File: config.mk
export PLATFORM = sky130hd
export DESIGN_NAME = program_counter_stack
export DESIGN_NICKNAME = d
export VERILOG_FILES = /design/src/rtl/pc_pkg.sv /design/src/rtl/pc_ret_stack.sv /design/src/rtl/program_counter_stack.sv
export SDC_FILE = /design/constraint.sdc
export NUM_CORES = 1
export LEC_CHECK = 0
export CAP_MARGIN = 20
export CORE_UTILIZATION = 48
export DETAILED_ROUTE_END_ITERATION = 10
export MAX_ROUTING_LAYER = met4
export PLACE_DENSITY = 0.71
export SKIP_LAST_GASP = 1
export SLEW_MARGIN = 30
export SYNTH_ARGS = -nofsm -noshare
export SYNTH_HDL_FRONTEND = slang
export SYNTH_SLANG_ARGS = --single-unit
File: constraint.sdc
create_clock -name CLK -period 4.15 [get_ports CLK]
set_input_delay 1.245 -clock CLK [delete_from_list [all_inputs] [get_ports CLK]]
set_output_delay 1.245 -clock CLK [all_outputs]
set_load 0.05 [all_outputs]
File: src/rtl/pc_pkg.sv
// Shared types and helpers for the program counter and its return stack.
package pc_pkg;

    typedef enum logic [2:0] {
        PC_OP_HOLD = 3'd0,
        PC_OP_INC  = 3'd1,
        PC_OP_LOAD = 3'd2,
        PC_OP_CALL = 3'd3,
        PC_OP_RET  = 3'd4,
        PC_OP_REL  = 3'd5
    } pc_op_e;

    // Ceiling log2: number of bits needed to index n distinct values.
    function automatic int unsigned clog2(input int unsigned n);
        int unsigned r;
        r = 0;
        while ((64'd1 << r) < 64'(n)) begin
            r = r + 1;
        end
        return r;
    endfunction

endpackage

File: src/rtl/pc_ret_stack.sv
// LIFO of return addresses; reset clears the occupancy count only.
module pc_ret_stack
    import pc_pkg::*;
#(
    parameter int unsigned WIDTH = 4,
    parameter int unsigned DEPTH = 4,
    parameter int unsigned SPW   = clog2(DEPTH + 1)
) (
    input  logic             CLK,
    input  logic             RESET,
    input  logic             push,
    input  logic             pop,
    input  logic [WIDTH-1:0] din,
    output logic [WIDTH-1:0] dout,
    output logic [SPW-1:0]   sp,
    output logic             full,
    output logic             empty
);

    localparam int unsigned IDXW    = (DEPTH > 1) ? clog2(DEPTH) : 1;
    localparam int unsigned ENTRIES = 1 << IDXW;

    logic [WIDTH-1:0] mem [ENTRIES];

    assign full  = (sp == SPW'(DEPTH));
    assign empty = (sp == '0);
    assign dout  = empty ? '0 : mem[IDXW'(sp - 1'b1)];

    // Caller guarantees push only when not full and pop only when not empty.
    always_ff @(posedge CLK) begin
        if (RESET) begin
            sp <= '0;
        end else if (push) begin
            mem[IDXW'(sp)] <= din;
            sp             <= sp + 1'b1;
        end else if (pop) begin
            sp <= sp - 1'b1;
        end
    end

endmodule

File: src/rtl/program_counter_stack.sv
// Program counter with call/return stack, wrap pulse and sticky fault.
// Optional relative branch input enabled by defining PC_BRANCH_REL_EN.
module program_counter_stack
    import pc_pkg::*;
#(
    parameter int unsigned     WIDTH     = 4,
    parameter int unsigned     DEPTH     = 4,
    parameter logic [WIDTH-1:0] RESET_VEC = '0,
    parameter int unsigned     SPW       = clog2(DEPTH + 1)
) (
    input  logic             CLK,
    input  logic             RESET,
    input  logic             en,
    input  logic             load,
    input  logic             call,
    input  logic             ret,
`ifdef PC_BRANCH_REL_EN
    input  logic             rel,
`endif
    input  logic             OE,
    input  logic [WIDTH-1:0] PC_in,
    output logic [WIDTH-1:0] count,
    output logic [WIDTH-1:0] PC_out,
    output logic             on,
    output logic [SPW-1:0]   sp,
    output logic             stack_full,
    output logic             stack_empty,
    output logic             wrap,
    output logic             fault
);

    pc_op_e           op_c;
    logic             fault_set_c;
    logic [WIDTH-1:0] top_c;
    logic [WIDTH-1:0] count_inc_c;

    assign count_inc_c = count + WIDTH'(1);
    assign PC_out      = OE ? count : '0;
    assign on          = en & ~fault;

    // One operation per cycle; stack misuse raises fault instead of executing.
    always_comb begin
        op_c        = PC_OP_HOLD;
        fault_set_c = 1'b0;
        if (fault) begin
            op_c = PC_OP_HOLD;
        end else if (ret) begin
            if (stack_empty) fault_set_c = 1'b1;
            else             op_c        = PC_OP_RET;
        end else if (call) begin
            if (stack_full) fault_set_c = 1'b1;
            else            op_c        = PC_OP_CALL;
        end else if (load) begin
            op_c = PC_OP_LOAD;
`ifdef PC_BRANCH_REL_EN
        end else if (rel) begin
            op_c = PC_OP_REL;
`endif
        end else if (en) begin
            op_c = PC_OP_INC;
        end
    end

    pc_ret_stack #(
        .WIDTH (WIDTH),
        .DEPTH (DEPTH),
        .SPW   (SPW)
    ) u_stack (
        .CLK   (CLK),
        .RESET (RESET),
        .push  (op_c == PC_OP_CALL),
        .pop   (op_c == PC_OP_RET),
        .din   (count_inc_c),
        .dout  (top_c),
        .sp    (sp),
        .full  (stack_full),
        .empty (stack_empty)
    );

    always_ff @(posedge CLK) begin
        if (RESET) begin
            count <= RESET_VEC;
            wrap  <= 1'b0;
            fault <= 1'b0;
        end else begin
            wrap <= (op_c == PC_OP_INC) && (count == '1);
            if (fault_set_c) fault <= 1'b1;
            case (op_c)
                PC_OP_INC:  count <= count_inc_c;
                PC_OP_LOAD: count <= PC_in;
                PC_OP_CALL: count <= PC_in;
                PC_OP_RET:  count <= top_c;
                // Two's-complement add is the same bit operation as unsigned mod 2^WIDTH.
                PC_OP_REL:  count <= count + PC_in;
                default:    count <= count;
            endcase
        end
    end

endmodule
==> flow_summary.json, run 1 <==
{
  "status": "complete, no violations",
  "clock_latency_ns": 0.33,
  "final.setup.tns_ns": 0,
  "async_flop_share": 0,
  "stdcell_count": 173,
  "synth_nets": 133,
  "finClkSkew_ns": 0.00500,
  "rsz0062_at_grt": "false",
  "boundaryPins": 27,
  "initial_core_util": 0.501,
  "cts_tree": "yes",
  "num_rows": 19,
  "finalCritPeriodShare": 0.847,
  "leakage_nw": 0.598,
  "synth_ff_type": "edfxtp_1",
  "setup_viol": 0,
  "htreeDepth": 1,
  "path_buf_inv": 4,
  "postCtsSetupBuffers": 0,
  "grt_pass1_wl_mm": 4.27,
  "rr_startpoint": "u_stack.sp[0]",
  "critPathRequiredTime_ns": 2.90,
  "min_from": "count[1]",
  "min_path_type": "reg2reg",
  "critPathKind": "reg2out",
  "fin_nets": 160,
  "post-route-min-period_ns": 3.52,
  "startpoint": "u_stack.sp[0]",
  "holdPathEnd": "count[1]",
  "core_um2": 2730,
  "post-place-cells": 169,
  "synth_common_cells": "edfxtp_1 (16), inv_1 (10), dfxtp_1 (9)",
  "fill_cells": 239,
  "rrSetupSlack_ns": 2.07,
  "syn_inst": 116,
  "antenna_found_initial": 0,
  "grt_overflow": 0,
  "gp_congestion": 0.822,
  "cap_viol_max_count": 0,
  "synth_cell_types": 40,
  "syn_avg_cell_area_um2": 11.8,
  "dieArea_um2": 3070,
  "clkSinkCount": 25,
  "cts_root_buf": "clkbuf_4",
  "grt_max_degree": 17,
  "syn_area_um2": 1370,
  "cp-end-kind": "output port",
  "ys_ff_latch": 25,
  "clockBufferDepth": 2,
  "area_growth_pct": 20.0,
  "grtUsageTotal": 0.185,
  "hold_ws_ns": 0.548,
  "powerDensity_nw_per_um2": 594,
  "final_max_slew_viol_count": 0,
  "finalHoldViolCount": 0,
  "peakVddDrop_mv": 0.478,
  "numCtsBuffers": 3,
  "drt_iter0_markers": 34,
  "yosys_warnings": 0,
  "slowest_stage": "clkdlybuf4s50_1",
  "hold_buffers": 0,
  "path_delay_family": "buffers and inverters",
  "cts_resized": 0,
  "ant_nets": 0,
  "die_h_um": 55.4,
  "crit_path_max_fanout": 9,
  "yosysSeqAreaShare": 0.483,
  "slew-limit-headroom": 0.633,
  "yosysTopAreaCellShare": 0.351,
  "cp.arrival_ns": 2.27,
  "avgRoutedWirePerCell_um": 14.9,
  "vias": 1000,
  "crit_path_cell_trace": "buf_4, inv_1, ha_1, nand2b_1, inv_1, clkdlybuf4s50_1",
  "detail_route.first_pass.iterations": 4,
  "drc_errors": 0,
  "portBuffers": 26,
  "slowest_delay_ns": 0.80,
  "synth_edf_count": 16,
  "dp_hpwl_mm": 1.97,
  "r2r-end": "count[2]",
  "grt_pass1_vias": 907,
  "clk_pin_slew_ns": 0.15,
  "die_w_um": 55.4,
  "drt-total-wl_mm": 2.58,
  "holdPathStages": 2,
  "vias_per_cell": 5.78,
  "synth.most_common_cell": "edfxtp_1",
  "r2r_cells": 7,
  "num_antenna_cells": 0,
  "critPathLaunchType": "flip-flop",
  "crit_top_cell": "inv_1",
  "drive_gt1_frac": 0.141,
  "fmax_mhz": 284,
  "yosysTopAreaCell": "edfxtp_1",
  "worstMarginPinSlew_ns": 0.547,
  "synth_area_leaders": "edfxtp_1 (35%), dfxtp_1 (13%), mux4_2 (6.6%)"
}
-- flip-flops by register name (all words and copies together) (netlist names) --
register,count
u_stack.mem,16
count,4
u_stack.sp,3
fault,1
wrap,1
-- through the flow --
step                      setup slack (ns)  utilization  area, um2  power [mW]
after global placement               0.823        0.589       1610       0.856
after floorplan                       1.25            -       1370       0.726
after detailed placement             0.814        0.589       1610       0.862
final                                0.635        0.601       1640       0.976
after global routing                 0.487        0.601       1640        1.03
after CTS                            0.633        0.601       1640       0.980
-- cell type report --
| cell class | count | area (um2) | share of cell area |
|---|---|---|---|
| clock buffer | 3 | 22.5 | 0.0137 |
| clock inverter | 1 | 8.76 | 0.00533 |
| inverter | 10 | 37.5 | 0.0228 |
| multi-input combinational | 76 | 619 | 0.377 |
| sequential | 25 | 661 | 0.402 |
| tap | 31 | 38.8 | 0.0236 |
| timing repair buffer | 27 | 255 | 0.155 |
-- power by group --
group / leakage [nW] / total (mW) / switching, mW / internal [mW]
Sequential: 0.219 / 0.342 / 0.0315 / 0.311
Combinational: 0.361 / 0.516 / 0.320 / 0.196
Clock: 0.0183 / 0.119 / 0.0793 / 0.0393
Total: 0.598 / 0.976 / 0.431 / 0.546
-- routing by layer --
layer	wire length, um	vias up	GRT usage
met2	1170	35	0.277
met1	1230	474	0.253
met5	0	-	-
li1	-	487	-
met4	34	0	0.0643
met3	151	4	0.0375
-- logic make-up after synthesis --
group | Yosys count | synth area share
flip-flops | 25 | 0.483
AND/OR/NAND/NOR | 46 | 0.210
buffers and inverters | 15 | 0.0649
XOR/XNOR | 3 | 0.0192
adder cells (fa/ha/maj) | 6 | 0.0548
AO/OA/AOI/OAI | 16 | 0.0951
multiplexers | 5 | 0.0731
-- layout by cell type (no fill, tap or decap), types with 2 or more instances in the layout --
cell type        synthesis  final
o21ai_0                  2      2
nor4_1                   4      4
nand4_1                  3      3
buf_4                    0      6
nand2_1                  2      2
dfxtp_1                  9      9
ha_1                     6      6
nor3_1                   3      3
nand3b_1                 3      3
and2_1                   8      8
a31o_1                   2      2
clkdlybuf4s50_1          0     21
inv_1                   10     10
nor2_1                   6      6
and3_1                   2      2
nand3_1                  6      6
a21oi_1                  3      3
edfxtp_1                16     16
xnor2_1                  2      2
mux4_2                   4      4
clkbuf_4                 0      3
o32ai_1                  2      2
-- worst max path at each step --
stage | to | cells past startpoint | slack, ns
2_1_floorplan | PC_out[0] | 1 | 1.25
6_report | stack_empty | 6 | 0.63
3_3_place_gp | on | 3 | 0.82
4_1_cts | stack_empty | 6 | 0.63
5_1_grt | stack_empty | 6 | 0.49
3_5_place_dp | on | 3 | 0.81
-- worst min-delay path: stages (launching register included) --
cell     delay (ns)
dfxtp_1        0.37
inv_1          0.06
o32ai_1        0.08
No activity file was read; power rests on OpenSTA's default activity.
==> run 2, diff against run 1 <==
- CORE_UTILIZATION: 48 -> 46
- clock period: 4.15 -> 2.9 ns (I/O delays scaled with it)
==> run 2 against run 1 <==
Flip-flop and latch count unchanged. Core utilization is 1.6 points higher. Setup slack lost 0.37 ns. Via count down 1.0%. Final cell count increased by 1.2%. Worst hold slack lost 0.0061 ns. Count of clock-buffer cells in the layout unchanged. Die area increased by 4.2%. Sequential share of layout area shrank 1.7 points. Critical path depth is 5 lower. Clock skew rose by 0.0050 ns. Largest cell class unchanged.
==> flow_summary.json, run 2 (synthesized netlist as in run 1, its figures left out) <==
{
  "critPathKind": "reg2out",
  "slew-limit-headroom": 0.665,
  "min_path_type": "reg2reg",
  "final_max_slew_viol_count": 0,
  "drt_iter0_markers": 29,
  "powerDensity_nw_per_um2": 830,
  "setup_viol": 0,
  "cts_resized": 0,
  "grt_pass1_vias": 982,
  "postCtsSetupBuffers": 0,
  "grt_pass1_wl_mm": 4.50,
  "slowest_stage": "clkdlybuf4s50_1",
  "drc_errors": 0,
  "area_growth_pct": 25.3,
  "die_w_um": 56.6,
  "avgRoutedWirePerCell_um": 15.0,
  "finClkSkew_ns": 0.0100,
  "fill_cells": 236,
  "highest_layer": "met4",
  "cts_tree": "yes",
  "final_cell_mix": "clkdlybuf4s50_1 (19), edfxtp_1 (16), inv_1 (10)",
  "critPathLaunchType": "flip-flop",
  "dp_hpwl_mm": 2.05,
  "worstMarginPinSlew_ns": 0.500,
  "numCtsBuffers": 3,
  "fmax_mhz": 380,
  "antenna_found_initial": 0,
  "finalHoldViolCount": 0,
  "peakVddDrop_mv": 0.531,
  "top_register": "u_stack.mem",
  "reg_top3": "u_stack.mem (16), count (4), u_stack.sp (3)",
  "drt-met1-wl_mm": 1.20,
  "critPathRequiredTime_ns": 2.03,
  "path_buf_inv": 1,
  "status": "complete, no violations",
  "cts_root_buf": "clkbuf_4",
  "finalCritPeriodShare": 0.907,
  "largest_reg_flops": 16,
  "clkSinkCount": 25,
  "crit_path_max_fanout": 10,
  "grtUsageTotal": 0.190,
  "hold_buffers": 0,
  "vias_per_cell": 5.66,
  "core_um2": 2780,
  "drive_gt1_frac": 0.167,
  "initial_core_util": 0.492,
  "cp-end-kind": "output port",
  "leakage_nw": 0.626,
  "grt_max_degree": 17,
  "detail_route.first_pass.iterations": 4,
  "wl_met3_um": 159,
  "post-route-min-period_ns": 2.63,
  "rsz0062_at_grt": "false",
  "cp.arrival_ns": 1.76,
  "clk_pin_slew_ns": 0.15,
  "portBuffers": 26,
  "final.setup.tns_ns": 0,
  "wl_met2_mm": 1.22,
  "cap_viol_max_count": 0,
  "fin_nets": 162,
  "layout_commonest_cell": "clkdlybuf4s50_1",
  "grt_overflow": 0,
  "htreeDepth": 1,
  "slowest_delay_ns": 0.88,
  "final_core_util": 0.617,
  "num_rows": 19,
  "clock_latency_ns": 0.32,
  "clockBufferDepth": 2,
  "vias": 990,
  "ant_nets": 0,
  "dieArea_um2": 3200,
  "gp_congestion": 0.886,
  "crit_path_cell_trace": "clkdlybuf4s50_1",
  "num_antenna_cells": 0,
  "die_h_um": 56.6,
  "path_delay_family": "buffers and inverters",
  "boundaryPins": 27,
  "drt-total-wl_mm": 2.62
}
[run 2: changes by cell type in the layout (fill, tap and decap cells not counted)]
cell / before / now
buf_4: 6 / 5
buf_12: 0 / 5
clkdlybuf4s50_1: 21 / 19
[run 2: final timing paths]
kind / start / cells after the start / slack [ns] / to
max: fault / 1 / 0.27 / fault
min: count[1] / 2 / 0.54 / count[1]
max reg2reg: u_stack.sp[1] / 6 / 0.90 / count[2]
min reg2reg: count[1] / 2 / 0.54 / count[1]
[run 2: through the flow]
stage / area [um2] / instances / hold slack [ns] / total power, mW / worst slack [ns]
floorplan: 1370 / 116 / 0.677 / 1.04 / 0.399
global placement: 1680 / 171 / 0.533 / 1.26 / 0.322
detailed placement: 1680 / 171 / 0.526 / 1.27 / 0.309
CTS: 1720 / 175 / 0.546 / 1.44 / 0.257
global route: 1720 / 175 / 0.589 / 1.50 / 0.203
finish: 1720 / 175 / 0.542 / 1.42 / 0.268
[run 2: layout make-up]
class / instances / area (um2) / area share
Sequential cell: 25 / 661 / 0.385
Multi-Input combinational cell: 76 / 619 / 0.361
Timing Repair Buffer: 29 / 328 / 0.191
Tap cell: 31 / 38.8 / 0.0226
Inverter: 10 / 37.5 / 0.0219
Clock buffer: 3 / 22.5 / 0.0131
Clock inverter: 1 / 8.76 / 0.00511
[run 2: metal layers]
layer,GRT usage,vias up
li1,-,496
met3,0.0323,6
met5,-,-
met4,0.0697,0
met2,0.297,36
met1,0.249,452
[run 2: power by group]
part           total, mW  switching, mW  internal [mW]
logic              0.760          0.460          0.301
clock network      0.167          0.110         0.0562
registers          0.496         0.0512          0.445
total               1.42          0.621          0.802
